==> src/rtl/grf_traced_if.sv <==
// Register-file bus: two read ports, one write port (with the writer's PC),
// and the trace FIFO drain handshake.
interface grf_traced_if #(
  parameter int WIDTH       = 32,
  parameter int ADDR_W      = 5,
  parameter int PC_W        = 32,
  parameter int TRACE_DEPTH = 8
);
  localparam int CNT_W = $clog2(TRACE_DEPTH) + 1;

  logic [ADDR_W-1:0] a1;
  logic [ADDR_W-1:0] a2;
  logic [WIDTH-1:0]  rd1;
  logic [WIDTH-1:0]  rd2;
  logic              we;
  logic [ADDR_W-1:0] a3;
  logic [WIDTH-1:0]  wd3;
  logic [PC_W-1:0]   pc;
  logic              trace_valid;
  logic              trace_ready;
  logic [PC_W-1:0]   trace_pc;
  logic [ADDR_W-1:0] trace_addr;
  logic [WIDTH-1:0]  trace_data;
  logic [CNT_W-1:0]  trace_count;
  logic [15:0]       drop_cnt;

  // Decode/writeback side and trace consumer.
  modport master (
    output a1, a2, we, a3, wd3, pc, trace_ready,
    input  rd1, rd2, trace_valid, trace_pc, trace_addr, trace_data,
           trace_count, drop_cnt
  );

  // Register file side.
  modport slave (
    input  a1, a2, we, a3, wd3, pc, trace_ready,
    output rd1, rd2, trace_valid, trace_pc, trace_addr, trace_data,
           trace_count, drop_cnt
  );
endinterface

==> src/rtl/grf_traced.sv <==
// General register file with a write-trace FIFO.
// Two combinational read ports, one synchronous write port, x0 hardwired to
// zero, optional write-to-read bypass. Every committed write is logged as
// {pc, addr, data} in a first-word-fall-through FIFO; overflow drops the
// entry (never the register write) and bumps a saturating drop counter.
module grf_traced #(
  parameter int WIDTH       = 32,
  parameter int ADDR_W      = 5,
  parameter int BYPASS      = 0,
  parameter int TRACE_DEPTH = 8,
  parameter int PC_W        = 32
) (
  input logic         clk,
  input logic         reset,
  grf_traced_if.slave bus
);
  localparam int DEPTH = 2 ** ADDR_W;
  localparam int PTR_W = $clog2(TRACE_DEPTH);
  localparam int CNT_W = PTR_W + 1;

  typedef struct packed {
    logic [PC_W-1:0]   pc;
    logic [ADDR_W-1:0] addr;
    logic [WIDTH-1:0]  data;
  } trace_entry_t;

  logic [WIDTH-1:0] regs     [DEPTH];
  trace_entry_t     fifo_mem [TRACE_DEPTH];

  logic [PTR_W-1:0] head;
  logic [PTR_W-1:0] tail;
  logic [CNT_W-1:0] count;
  logic [15:0]      drop_q;

  logic commit;
  logic full;
  logic pop;
  logic push_ok;
  logic drop;

  // A write commits (and requests a trace entry) only when it reaches a real register.
  assign commit  = bus.we && !reset && (bus.a3 != '0);
  assign full    = (count == CNT_W'(TRACE_DEPTH));
  assign pop     = (count != '0) && bus.trace_ready;
  // When full, a simultaneous pop frees the slot the push reuses.
  assign push_ok = commit && (!full || pop);
  assign drop    = commit && full && !pop;

  // Register array: cleared on reset, x0 is never written.
  // NOTE: sequential state uses non-blocking (<=) so every flop samples pre-edge values.
  // NOTE: the register array is reset because software relies on zeroed registers;
  // the trace storage below is not, since count gates every read of it.
  always_ff @(posedge clk) begin
    if (reset) begin
      for (int i = 0; i < DEPTH; i++) regs[i] <= '0;
    end else if (commit) begin
      regs[bus.a3] <= bus.wd3;
    end
  end

  // Read port 1: zero for x0, optional same-cycle bypass of the in-flight write.
  // NOTE: every always_comb output gets a default first, so no path can infer a latch.
  always_comb begin
    bus.rd1 = regs[bus.a1];
    if ((BYPASS != 0) && commit && (bus.a3 == bus.a1)) bus.rd1 = bus.wd3;
    if (bus.a1 == '0) bus.rd1 = '0;
  end

  // Read port 2: same rules as port 1.
  always_comb begin
    bus.rd2 = regs[bus.a2];
    if ((BYPASS != 0) && commit && (bus.a3 == bus.a2)) bus.rd2 = bus.wd3;
    if (bus.a2 == '0) bus.rd2 = '0;
  end

  // Trace storage: write the new entry at the tail slot.
  always_ff @(posedge clk) begin
    if (push_ok) fifo_mem[tail] <= '{pc: bus.pc, addr: bus.a3, data: bus.wd3};
  end

  // Trace pointers, occupancy and saturating drop counter; pointers wrap naturally.
  always_ff @(posedge clk) begin
    if (reset) begin
      head   <= '0;
      tail   <= '0;
      count  <= '0;
      drop_q <= '0;
    end else begin
      if (push_ok) tail <= tail + 1'b1;
      if (pop)     head <= head + 1'b1;
      case ({push_ok, pop})
        2'b10:   count <= count + 1'b1;
        2'b01:   count <= count - 1'b1;
        default: count <= count;
      endcase
      if (drop && (drop_q != 16'hFFFF)) drop_q <= drop_q + 16'd1;
    end
  end

  // Head entry falls through to the outputs.
  assign bus.trace_valid = (count != '0);
  assign bus.trace_pc    = fifo_mem[head].pc;
  assign bus.trace_addr  = fifo_mem[head].addr;
  assign bus.trace_data  = fifo_mem[head].data;
  assign bus.trace_count = count;
  assign bus.drop_cnt    = drop_q;
endmodule

==> src/flat_wrapper.sv <==
// flat-port wrapper written by rule: the top's interface ports become plain ports
module grf_traced_flat 
#(
  parameter int WIDTH       = 32,
  parameter int ADDR_W      = 5,
  parameter int BYPASS      = 0,
  parameter int TRACE_DEPTH = 8,
  parameter int PC_W        = 32
)
  (clk, reset, bus_a1, bus_a2, bus_we, bus_a3, bus_wd3, bus_pc, bus_trace_ready, bus_rd1, bus_rd2, bus_trace_valid, bus_trace_pc, bus_trace_addr, bus_trace_data, bus_trace_count, bus_drop_cnt);
  grf_traced_if #(.WIDTH(WIDTH), .ADDR_W(ADDR_W), .PC_W(PC_W), .TRACE_DEPTH(TRACE_DEPTH)) bus_i ();
  input logic clk;
  input logic reset;
  input wire logic [$bits(bus_i.a1)-1:0] bus_a1;
  input wire logic [$bits(bus_i.a2)-1:0] bus_a2;
  input wire logic [$bits(bus_i.we)-1:0] bus_we;
  input wire logic [$bits(bus_i.a3)-1:0] bus_a3;
  input wire logic [$bits(bus_i.wd3)-1:0] bus_wd3;
  input wire logic [$bits(bus_i.pc)-1:0] bus_pc;
  input wire logic [$bits(bus_i.trace_ready)-1:0] bus_trace_ready;
  output wire logic [$bits(bus_i.rd1)-1:0] bus_rd1;
  output wire logic [$bits(bus_i.rd2)-1:0] bus_rd2;
  output wire logic [$bits(bus_i.trace_valid)-1:0] bus_trace_valid;
  output wire logic [$bits(bus_i.trace_pc)-1:0] bus_trace_pc;
  output wire logic [$bits(bus_i.trace_addr)-1:0] bus_trace_addr;
  output wire logic [$bits(bus_i.trace_data)-1:0] bus_trace_data;
  output wire logic [$bits(bus_i.trace_count)-1:0] bus_trace_count;
  output wire logic [$bits(bus_i.drop_cnt)-1:0] bus_drop_cnt;
  assign bus_i.a1 = bus_a1;
  assign bus_i.a2 = bus_a2;
  assign bus_i.we = bus_we;
  assign bus_i.a3 = bus_a3;
  assign bus_i.wd3 = bus_wd3;
  assign bus_i.pc = bus_pc;
  assign bus_i.trace_ready = bus_trace_ready;
  assign bus_rd1 = bus_i.rd1;
  assign bus_rd2 = bus_i.rd2;
  assign bus_trace_valid = bus_i.trace_valid;
  assign bus_trace_pc = bus_i.trace_pc;
  assign bus_trace_addr = bus_i.trace_addr;
  assign bus_trace_data = bus_i.trace_data;
  assign bus_trace_count = bus_i.trace_count;
  assign bus_drop_cnt = bus_i.drop_cnt;
  grf_traced #(.WIDTH(WIDTH), .ADDR_W(ADDR_W), .BYPASS(BYPASS), .TRACE_DEPTH(TRACE_DEPTH), .PC_W(PC_W)) u_core (.clk(clk), .reset(reset), .bus(bus_i));
endmodule
==> config.mk <==
export PLATFORM = sky130hd
export DESIGN_NAME = grf_traced_flat
export DESIGN_NICKNAME = d
export VERILOG_FILES = /design/src/rtl/grf_traced_if.sv /design/src/rtl/grf_traced.sv /design/src/flat_wrapper.sv
export SDC_FILE = /design/constraint.sdc
export NUM_CORES = 2
export LEC_CHECK = 0
export CAP_MARGIN = 25
export CORE_MARGIN = 5
export CORE_UTILIZATION = 62
export DETAILED_ROUTE_END_ITERATION = 12
export GPL_ROUTABILITY_DRIVEN = 0
export PLACE_DENSITY = 0.85
export SLEW_MARGIN = 30
export SYNTH_ARGS = -nofsm -noshare
export SYNTH_HDL_FRONTEND = slang
export SYNTH_SLANG_ARGS = --single-unit
==> constraint.sdc <==
create_clock -name clk -period 14.15 [get_ports clk]
set_input_delay 3.5375 -clock clk [delete_from_list [all_inputs] [get_ports clk]]
set_output_delay 3.5375 -clock clk [all_outputs]
set_load 0.05 [all_outputs]
# == Yosys cells after proc, flatten, opt, wreduce, memory -nomap -nowiden ==
# Memories as Yosys holds them, arrays and structs flattened. A register that Yosys moved wholly into a read port is not among the register bits.
# Index checks and enable logic that the tools add are counted.
# totals
reg_bits,26
mem_bits_rw,1576
in_bits,83
out_inout_bits,154
elab_cells,47
mem_count,2
# op_classes
add_sub_neg,5
n_eq_ne,4
muxes,15
n_reduce_logical,17
# mem_list
memory,depth,word_bits,read_ports,rd_ports_with_merged_regs,write_ports,line,rtl
u_core.regs,32,32,2,0,32,grf_traced.sv:27,logic [WIDTH-1:0] regs [DEPTH];
u_core.fifo_mem,8,69,1,1,1,grf_traced.sv:28,trace_entry_t fifo_mem [TRACE_DEPTH];
# op_table
op,count
$mux 32,3
$reduce_or 32->1,1
$add 16x1->16 const B,1
$ne 16x16->1 const B,1
$logic_not 5->1,2
$mux 1,8
$pmux 4 s2,1
$logic_and 1x1->1,7
$add 3x1->3 const B,2
$mux 3,2
$mux 5,1
$reduce_bool 5->1,1
$add 4x1->4 const B,1
$eq 4x4->1 const B,1
$reduce_bool 4->1,1
$sub 4x1->4 const B,1
$logic_not 1->1,3
$eq 2x1->1 const B,1
$eq 2x2->1 const B,1
$reduce_bool 2->1,1
$logic_or 1x1->1,1

# == Longest topological paths before layout ==
# logic_depth
word_depth,8
mapped_depth,10
depth_no_buf,8

# == Least setup slack after synthesis ==
# No wires, ideal clock.
# synth_timing
kind,input port to flip-flop
start,input bus_we
end,memory u_core.fifo_mem[0][0] (netlist bit) (enable)
setup_ps,666
arrival_time_ps,10698
required_ps,13484
path_slack_ps,2786
path_stages,5
path_buffers,1
cell_sequence,nor2b_1 -> o21a_1 -> buf_6 -> nand2_1 -> nor4_1
# synth_between
elab_chain_cells,5
# synth_lines
item,line,rtl
start: declaration,flat_wrapper.sv:16,input wire logic [$bits(bus_i.we)-1:0] bus_we;
$logic_and 1x1->1 (2 in series),grf_traced.sv:42,assign commit = bus.we && !reset && (bus.a3 != '0);
$logic_and 1x1->1,grf_traced.sv:46,assign push_ok = commit && (!full || pop);
$mux 1,grf_traced.sv:78,"if (push_ok) fifo_mem[tail] <= '{pc: bus.pc, addr: bus.a3, data: bus.wd3};"
$mux 1 (not written as such),grf_traced.sv:78,
end: declaration,grf_traced.sv:28,
# Every way passes these cells.

# == Worst setup path in the final report ==
# layout_timing
start,input bus_a2[3]
end,output bus_rd2[13]
# layout_between
elab_chain_cells,2
word_cells_on_any_way,3
classes_between,1 x mux; 1 x reduce/logical; 1 x memory
# layout_lines
item,line,rtl
start: declaration,flat_wrapper.sv:15,input wire logic [$bits(bus_i.a2)-1:0] bus_a2;
$mem_v2 32x32 / $logic_not 5->1 (equally long branches),n/a,
$mux 32 (*),grf_traced.sv:73,if (bus.a2 == '0) bus.rd2 = '0;
end: declaration,flat_wrapper.sv:22,output wire logic [$bits(bus_i.rd2)-1:0] bus_rd2;
# Every way passes the cells marked *; elsewhere a longest branch is shown, timed or not.

==> flow_summary.json <==
{
  "postLayoutCoreUtil": 0.700,
  "grt_pass1_wl_mm": 320,
  "synth_top_area_share": 0.619,
  "drive_gt1_frac": 0.270,
  "drc_errors": 0,
  "r2r_start": "u_core.bus.trace_count[1]$_SDFFE_PP0P_",
  "dp_hpwl_mm": 126,
  "synth.area.top_cells": "edfxtp_1, mux4_2, and2_1",
  "p_per_area_mw_per_mm2": 138,
  "path_clk_slew_ns": 0.06,
  "synth.avg_cell_area_um2": 17.1,
  "crit_arrival_ns": 7.43,
  "drt-initial-drc-count": 7506,
  "total_power_mw": 11.8,
  "tritoncts": "yes",
  "clk-insertion-delay-late_ns": 0.82,
  "cts_root_buf": "clkbuf_16",
  "p_int_mw": 8.55,
  "grt_antenna_before_repair": 18,
  "wire_per_inst_um": 34.9,
  "power_switching_mw": 3.22,
  "maxCapViolations": 0,
  "crit_path_end_kind": "output pin",
  "ys_ff_latch": 1605,
  "start_util": 0.625,
  "port_buffers": 236,
  "pwr-share-clk": 0.353,
  "hp-class": "reg2reg",
  "crit_type": "in2out",
  "switching_share": 0.274,
  "grt_pass1_vias": 46600,
  "rsz0062_at_grt": "false",
  "synthArstFlopShare": 0,
  "pwr-share-seq": 0.471,
  "cpMostUsedCell": "buf_4",
  "p_leak_nw": 28.3,
  "slew_violations": 0,
  "syn-instance-count": 4480,
  "critPathSlowestCell": "clkdlybuf4s50_1",
  "ys_warn_count": 0,
  "synth_ff_type": "edfxtp_1",
  "period_minus_slack_ns": 10.97,
  "cts_resized": 0,
  "firstDrtPassIters": 6,
  "synth_area_mm2": 0.0764,
  "slowest_delay_ns": 0.95,
  "numCtsBuffers": 160,
  "fin_setup_tns_ns": 0,
  "cp.required_ns": 10.61,
  "hold_buffers": 0,
  "peakVddDrop_mv": 0.172,
  "wl_mm": 223,
  "min_from": "u_core.head[1]$_SDFFE_PP0N_",
  "finalSetupViolCount": 0,
  "final_nets": 4706,
  "rows": 128,
  "synth_most_common_cell": "edfxtp_1",
  "grt_max_degree": 99,
  "fin_skew_ns": 0.0258,
  "fp.dieH_um": 361,
  "hold_viol": 0,
  "postCtsSetupBuffers": 0,
  "vias": 45900,
  "synth_commonest_cells": "edfxtp_1, and2_1, mux4_2",
  "track_usage": 0.340,
  "die_w_um": 361,
  "viasPerCell": 7.18,
  "crit_path_start_kind": "input port",
  "cts_sinks": 1605,
  "ant_nets": 0,
  "io_pins": 237,
  "fill_cells": 7205,
  "area_growth_pct": 12.0,
  "tightestPinTransition_ns": 1.06,
  "die_area_mm2": 0.130,
  "maxSlewHeadroom": 0.292,
  "min_period_over_period": 0.775,
  "synth_edf_count": 1576,
  "post-place-ws_ns": 3.31,
  "cts.path.max_buffers": 3,
  "synth_cell_types": 46,
  "status": "completed",
  "setup_slack_ns": 3.18,
  "combinationalPowerShare": 0.176,
  "critical_path.max_fanout": 40,
  "post-synth-top-area-cell": "edfxtp_1",
  "overflow": 0,
  "cp_cell_sequence": "buf_2 > buf_4 > or2_2 > nor4_2 > buf_4 > a21oi_1 > o21ai_0 > a31oi_1 > clkdlybuf4s50_1",
  "yosysSeqAreaShare": 0.627,
  "core_mm2": 0.122,
  "htreeDepth": 4,
  "startpoint": "bus_a2[3]",
  "clock.fmax_mhz": 91.2
}
sequential cells by signal (all words and copies together), names as in the netlist, named ones only:
register                count
u_core.regs              1024
u_core.bus.trace_count      4
u_core.fifo_mem           552
u_core.tail                 3
u_core.bus.drop_cnt        16
u_core.head                 3
cell families after synthesis:
group | count (synthesis) | synth area share
DFF | 1605 | 0.627
and+or+nand+nor | 1238 | 0.0968
muxes | 914 | 0.229
buffers and inverters | 425 | 0.0226
AOI/OAI and AO/OA | 272 | 0.0216
xor gates and xnor gates | 21 | 0.00241
adders and majority gates | 4 | 0.000655
other | 1 | 0.0000491
through the flow:
step           hold WS (ns)  cell area [µm²]  instances
2_1_floorplan         0.454            76500       4511
3_3_place_gp          0.456            80400       6080
3_5_place_dp          0.471            80500       6080
4_1_cts               0.483            85500       6371
5_1_grt               0.524            85500       6374
6_report              0.488            85600       6385
path summary, 6_finish.rpt:
| kind | slack, ns | endpoint | cells past startpoint |
|---|---|---|---|
| worst min-delay path | 0.49 | flop | 2 |
| worst max-delay path | 3.18 | bus_rd2[13] | 9 |
| worst max register to register | 11.10 | u_core.fifo_mem[5][24]$_DFFE_PP_ | 5 |
| worst min register to register | 0.49 | flop | 2 |
layout by cell type (no fill, tap or decap), types with 33 or more instances in the layout:
cell             netlist  final
o21ai_0               66     66
nand2_1               62     62
clkbuf_1             298     42
mux2_2               179    179
nor2_1                85     47
mux4_2               650    650
nor2_2                 0     33
clkinv_1               0     34
mux2i_1               85     85
and2_1               998    998
buf_4                  0    125
clkdlybuf4s50_1        0    218
a22oi_1               46     46
clkbuf_16              0    161
edfxtp_1            1576   1576
a31oi_1               46     46
a21oi_1               83     83
critical path: cells and delay by family:
family	cells	cell delay (ns)
buffers and inverters	4	1.90
AO/OA/AOI/OAI	3	1.26
AND/OR/NAND/NOR	2	0.69
layer usage:
metal  track usage  share of wire
met1         0.440           0.32
met3         0.108           0.15
met5             0        0.00027
met4         0.173          0.060
met2         0.527           0.47
cell type report:
class                           instances  area, µm²  share of cell area
Sequential cell                      1605      47900               0.560
Clock buffer                          203       4190              0.0489
Timing Repair Buffer                  370       3480              0.0406
Multi-Input combinational cell       2481      27100               0.317
Clock inverter                         88        806             0.00942
Tap cell                             1625       2030              0.0238
Antenna cell                           12       30.0            0.000351
Inverter                                1       3.75           0.0000439
power by group through the flow:
stage	Combinational (mW)	Sequential, mW	Clock (mW)
detailed placement	2.00	5.66	0
floorplan	1.39	5.59	0
global route	2.15	5.56	4.38
global placement	1.98	5.63	0
CTS	2.03	5.56	4.16
finish	2.08	5.54	4.16
No activity file was read; power rests on OpenSTA's default activity.
